<file path="src/rtl/vcve2_vrf_agu.sv">
// VRF address generation unit: turns vs1/vs2/vd indices into byte addresses and walks them per bus word.
// Build option: define VCVE2_AGU_WRAP_CHECK_EN to raise a sticky err_o when a pointer wraps past the last VRF word.
module vcve2_vrf_agu #(
    parameter int unsigned VLEN          = 128,
    parameter int unsigned PIPE_WIDTH    = 32,
    parameter int unsigned AddrWidth     = 5,
    parameter logic [31:0] VRF_BASE_ADDR = 32'h0001_0000
) (
    input  logic                 clk_i,
    input  logic                 rst_ni,
    input  logic                 load_i,
    input  logic [AddrWidth-1:0] vs1_i,
    input  logic [AddrWidth-1:0] vs2_i,
    input  logic [AddrWidth-1:0] vd_i,
    input  logic                 get_rs1_i,
    input  logic                 get_rs2_i,
    input  logic                 get_rd_noincr_i,
    input  logic                 get_rd_i,
    output logic                 ready_o,
    output logic [31:0]          addr_o,
    output logic                 err_o
);

    localparam int unsigned REG_BYTES = VLEN / 8;
    localparam int unsigned REG_SHIFT = $clog2(REG_BYTES);
    localparam int unsigned OFFS_W    = AddrWidth + REG_SHIFT;
    localparam int unsigned STEP      = PIPE_WIDTH / 8;

    typedef enum logic [1:0] {
        IDLE  = 2'd0,
        CALC  = 2'd1,
        READY = 2'd2
    } state_e;

    state_e               r_state;
    logic                 r_ready;
    logic [AddrWidth-1:0] r_vs1;
    logic [AddrWidth-1:0] r_vs2;
    logic [AddrWidth-1:0] r_vd;
    logic [OFFS_W-1:0]    r_ptr_rs1;
    logic [OFFS_W-1:0]    r_ptr_rs2;
    logic [OFFS_W-1:0]    r_ptr_rd;

    logic                 w_active;
    logic                 w_sel_rs1;
    logic                 w_sel_rs2;
    logic                 w_sel_rdn;
    logic                 w_sel_rd;
    logic [OFFS_W-1:0]    w_sel_ptr;
    logic [OFFS_W-1:0]    w_ptr_next;

    // Get arbitration: only in READY and never in a load cycle; rs1 > rs2 > rd_noincr > rd.
    assign w_active  = (r_state == READY) && !load_i;
    assign w_sel_rs1 = w_active && get_rs1_i;
    assign w_sel_rs2 = w_active && !get_rs1_i && get_rs2_i;
    assign w_sel_rdn = w_active && !get_rs1_i && !get_rs2_i && get_rd_noincr_i;
    assign w_sel_rd  = w_active && !get_rs1_i && !get_rs2_i && !get_rd_noincr_i && get_rd_i;

    always_comb begin
        w_sel_ptr = '0;
        if (w_sel_rs1) begin
            w_sel_ptr = r_ptr_rs1;
        end else if (w_sel_rs2) begin
            w_sel_ptr = r_ptr_rs2;
        end else if (w_sel_rdn || w_sel_rd) begin
            w_sel_ptr = r_ptr_rd;
        end
    end

    // Offset width equals log2 of the VRF size, so the natural carry-out is the modulo wrap.
    assign w_ptr_next = w_sel_ptr + OFFS_W'(STEP);

    // Base is aligned to the VRF size, so OR-ing the offset is an add; idle selection is zero.
    assign addr_o  = VRF_BASE_ADDR | 32'(w_sel_ptr);
    assign ready_o = r_ready;

    always_ff @(posedge clk_i or negedge rst_ni) begin
        if (!rst_ni) begin
            r_state   <= IDLE;
            r_ready   <= 1'b0;
            r_vs1     <= '0;
            r_vs2     <= '0;
            r_vd      <= '0;
            r_ptr_rs1 <= '0;
            r_ptr_rs2 <= '0;
            r_ptr_rd  <= '0;
        end else if (load_i) begin
            r_state <= CALC;
            r_ready <= 1'b0;
            r_vs1   <= vs1_i;
            r_vs2   <= vs2_i;
            r_vd    <= vd_i;
        end else begin
            case (r_state)
                IDLE: begin
                    r_ready <= 1'b0;
                end
                CALC: begin
                    r_ptr_rs1 <= OFFS_W'(r_vs1) << REG_SHIFT;
                    r_ptr_rs2 <= OFFS_W'(r_vs2) << REG_SHIFT;
                    r_ptr_rd  <= OFFS_W'(r_vd) << REG_SHIFT;
                    r_state   <= READY;
                    r_ready   <= 1'b1;
                end
                READY: begin
                    r_ready <= 1'b1;
                    if (w_sel_rs1) r_ptr_rs1 <= w_ptr_next;
                    if (w_sel_rs2) r_ptr_rs2 <= w_ptr_next;
                    if (w_sel_rd)  r_ptr_rd  <= w_ptr_next;
                end
                default: begin
                    r_state <= IDLE;
                    r_ready <= 1'b0;
                end
            endcase
        end
    end

`ifdef VCVE2_AGU_WRAP_CHECK_EN
    localparam logic [OFFS_W-1:0] LAST_WORD = ~OFFS_W'(STEP - 1);

    logic r_err;
    logic w_wrap;

    // An incrementing get from the last word rolls the pointer back to offset 0.
    assign w_wrap = (w_sel_rs1 || w_sel_rs2 || w_sel_rd) && (w_sel_ptr == LAST_WORD);

    always_ff @(posedge clk_i or negedge rst_ni) begin
        if (!rst_ni) begin
            r_err <= 1'b0;
        end else if (load_i) begin
            r_err <= 1'b0;
        end else if (w_wrap) begin
            r_err <= 1'b1;
        end
    end

    assign err_o = r_err;
`else
    assign err_o = 1'b0;
`endif

endmodule
</file>
<file path="config.mk">
export PLATFORM = sky130hd
export DESIGN_NAME = vcve2_vrf_agu
export DESIGN_NICKNAME = d
export VERILOG_FILES = /design/src/rtl/vcve2_vrf_agu.sv
export SDC_FILE = /design/constraint.sdc
export NUM_CORES = 1
export LEC_CHECK = 0
export BUFFER_PORTS_ARGS = -buffer_cell sky130_fd_sc_hd__clkbuf_2
export CELL_PAD_IN_SITES_DETAIL_PLACEMENT = 0
export CELL_PAD_IN_SITES_GLOBAL_PLACEMENT = 2
export CORE_ASPECT_RATIO = 1.2
export CORE_MARGIN = 10
export CORE_UTILIZATION = 33
export CTS_CLUSTER_DIAMETER = 40
export DETAILED_ROUTE_END_ITERATION = 8
export HOLD_SLACK_MARGIN = 0.05
export PLACE_DENSITY_LB_ADDON = 0.1
export SLEW_MARGIN = 20
export SYNTH_ARGS = -nofsm -noshare
export SYNTH_HDL_FRONTEND = slang
export SYNTH_SLANG_ARGS = --single-unit
</file>
<file path="constraint.sdc">
create_clock -name clk_i -period 2.5 [get_ports clk_i]
set_input_delay 0.25 -clock clk_i [delete_from_list [all_inputs] [get_ports clk_i]]
set_output_delay 0.25 -clock clk_i [all_outputs]
set_load 0.01 [all_outputs]
</file>
==> key figures <==
Run status
  – Status: complete, no violations

Synthesis
  – Synth top area share: 0.453
  – Synth top area cells: dfrtp_1 45%, buf_4 7.5%, mux2_2 6.8%, o21ai_0 4.6%, nand2_1 3.8%
  – Part of the Yosys area used for sequential elements: 0.453
  – Cell Area, Synth: 2490 um^2
  – Seq cells post-synth: 45
  – Dominant cell type by area after synthesis: dfrtp_1
  – Post-Synthesis Cells: 251
  – Yosys Warn Count: 0
  – Syn Area/Cell: 9.91 um^2
  – Unique masters post-synth: 42

Worst setup path
  – Critical path class: register to primary output
  – Critical Path RT: 2.25 ns
  – Critical R2R Launch: r_state[0]
  – Crit path launch type: register
  – Max Fanout on Critical Path: 17
  – Arrival time at the worst endpoint: 2.03 ns
  – Reg2Reg Setup Slack: 0.25 ns
  – Reg2Reg Depth: 10
  – CP Capture Type: primary output
  – Worst r2r dst: r_ptr_rd[8]

Timing
  – Slew @ Worst Pin: 0.611 ns
  – Final setup vio count: 0
  – Layout Skew: 0.00515 ns
  – Part of the cycle the worst path needs: 0.914
  – RSZ-0062 raised after global routing: false
  – TNS Setup: 0 ns
  – Max Fclk: 438 MHz
  – Worst rel slew slack: 0.592
  – Final Hold Fails: 0
  – Tmin final: 2.28 ns
  – Fin. max-slew vios: 0

Detailed routing
  – Antenna Nets Post-Route: 0
  – Routed wire per std cell: 17.1 um
  – DRT Pass-1 Iters: 4
  – Vias per inst: 4.83
  – Total Wirelength: 6.47 mm
  – Vias: 1,822
  – Detailed-route DRC error count: 0
  – Iteration-0 DRC Markers: 86

Final layout
  – Most frequent cells in the layout: 45 x dfrtp_1, 31 x clkbuf_2, 25 x nand2_1
  – Net count, final: 312
  – Antenna diode count: 0
  – Layout cells sized above 1: 0.282
  – Commonest non-fill, non-tap cell in the layout: dfrtp_1
  – Area grow syn2layout: 12.5%
  – Fill cells: 771

Floorplan
  – Placeable Area: 7320 um^2
  – I/O Pins: 56
  – # rows: 34
  – Die area: 11,400 um^2
  – Initial cell density of the core: 0.340
  – Die X: 99.3 um
  – Chip height: 115 um

Worst hold path
  – Hold worst-path end: r_vs2[0]
  – Worst hold path type: primary input to register
  – WHS Path Cells: 2
  – Beginning of the worst hold path: vs2_i[0]

GRT
  – Vias in the first global route: 1,981
  – Gr ovfl total: 0
  – All-Layer GR Usage: 0.116
  – Pin count of the biggest net entering global routing: 28
  – Initial antenna violation count: 0
  – First-pass GRT wire length: 10.6 mm

CTS
  – Clk Tree Root Cell: clkbuf_8
  – CTS tree: built
  – CTS buffer count: 5
  – CTS Buffer Depth: 2
  – Register clock-pin slew on the reported worst setup and hold paths: 0.09 ns
  – H-tree levels: 2
  – CTS sink cnt: 45
  – Skew-Pair Late Insertion Delay: 0.30 ns

Placement
  – RD Place Congestion: 0.794
  – Final HPWL DP: 4.82 mm
  – PortBufs: 31

Power
  – Pwr Density: 650 nW/um^2
  – Leakage: 0.00132 uW
  – Peak supply drop: 0.000313 V
  – Pwr Total: 1820 uW

Job
  – Maxcap violations: 0
-- cells in the mapped netlist (all sizes together) --
master / count
a21oi: 14
a222oi: 3
a31oi: 1
and2: 3
and2b: 1
and3: 9
buf: 31
clkbuf: 4
conb: 2
dfrtp: 45
ha: 4
inv: 13
mux2: 15
nand2: 26
nand2b: 3
nand3: 4
nand4b: 1
nor2: 11
nor2b: 2
nor3: 2
nor3b: 3
nor4: 4
o211a: 1
o21a: 1
o21ai: 31
o21bai: 1
o311ai: 3
o31a: 1
o31ai: 5
o41ai: 1
or2b: 2
xnor2: 4
-- flip-flops by register name, summed over array words and instances (netlist names) --
signal / count
r_ptr_rd: 9
r_ptr_rs1: 9
r_ptr_rs2: 9
r_state: 2
r_vd: 5
r_vs1: 5
r_vs2: 5
ready_o: 1
-- what timing repair did --
| item | in CTS | in global routing |
|---|---|---|
| endpoints found under the hold margin | 45 | 0 |
| pin swaps | 2 | 1 |
| gates resized for setup | 2 | 3 |
| buffers inserted | 2 | 0 |
| hold buffers | 1 | 0 |
| setup endpoints to repair | 3 | 5 |
-- area by class of cell --
| type | count | area (um^2) | share of cell area |
|---|---|---|---|
| flip-flops and latches | 45 | 1130 | 0.402 |
| clock inverters | 3 | 21.3 | 0.00760 |
| multi-input cells | 180 | 1180 | 0.423 |
| well taps | 90 | 113 | 0.0402 |
| inverters | 13 | 48.8 | 0.0174 |
| clock buffers | 5 | 68.8 | 0.0246 |
| repair buffers | 41 | 236 | 0.0845 |
-- per-layer routing --
metal,track usage,up-vias,part of all wire,wire length (um)
met1,0.145,895,0.46,2960
li1,-,890,-,-
met2,0.193,32,0.49,3200
met5,0,-,0,0
met3,0.0294,5,0.037,242
met4,0.0316,0,0.0097,63
-- worst max-delay path, cell delays in order (launching register included) --
cell and delay (ns):
dfrtp_1 0.39, inv_1 0.11, ha_1 0.20, buf_6 0.21
nand2b_2 0.12, nor4_4 0.26, a222oi_1 0.17, inv_1 0.12
clkbuf_2 0.15
-- through the flow --
| stage | utilization | cells | cell area, um^2 | hold slack (ns) | setup WS [ns] |
|---|---|---|---|---|---|
| after floorplan | - | 273 | 2570 | -0.0456 | 0.347 |
| after global placement | 0.363 | 366 | 2650 | 0.254 | 0.0575 |
| after detailed placement | 0.363 | 366 | 2650 | 0.245 | 0.0841 |
| after CTS | 0.380 | 377 | 2780 | 0.162 | 0.0878 |
| after global routing | 0.383 | 377 | 2800 | 0.165 | 0.00691 |
| final | 0.383 | 377 | 2800 | 0.169 | 0.216 |
-- report_power, final --
group,internal (uW),switching [uW]
logic,161,251
clock network,199,269
registers,861,78.6
total,1220,599
-- cells by family after synthesis --
kind of cell,count (synthesis),share of synthesized area
fa+ha+maj,4,0.0201
flops,45,0.453
other cells,2,0.00302
compound gates,62,0.170
simple gates,71,0.158
xor+xnor,4,0.0141
mux,15,0.0679
buf+inv,48,0.115
-- how the worst max path moves through the flow --
| stage | from | endpoint | slack, ns | cells after the start |
|---|---|---|---|---|
| after global placement | r_state[0] | addr_o[1] | 0.06 | 8 |
| after CTS | r_state[0] | addr_o[1] | 0.09 | 8 |
| final | r_state[0] | addr_o[8] | 0.22 | 8 |
| after global routing | r_state[0] | r_ptr_rd[8] | 0.007 | 10 |
| after detailed placement | r_state[0] | addr_o[1] | 0.08 | 8 |
| after floorplan | r_state[0] | r_ptr_rd[8] | 0.35 | 11 |
(Power assumes the default switching activity.)
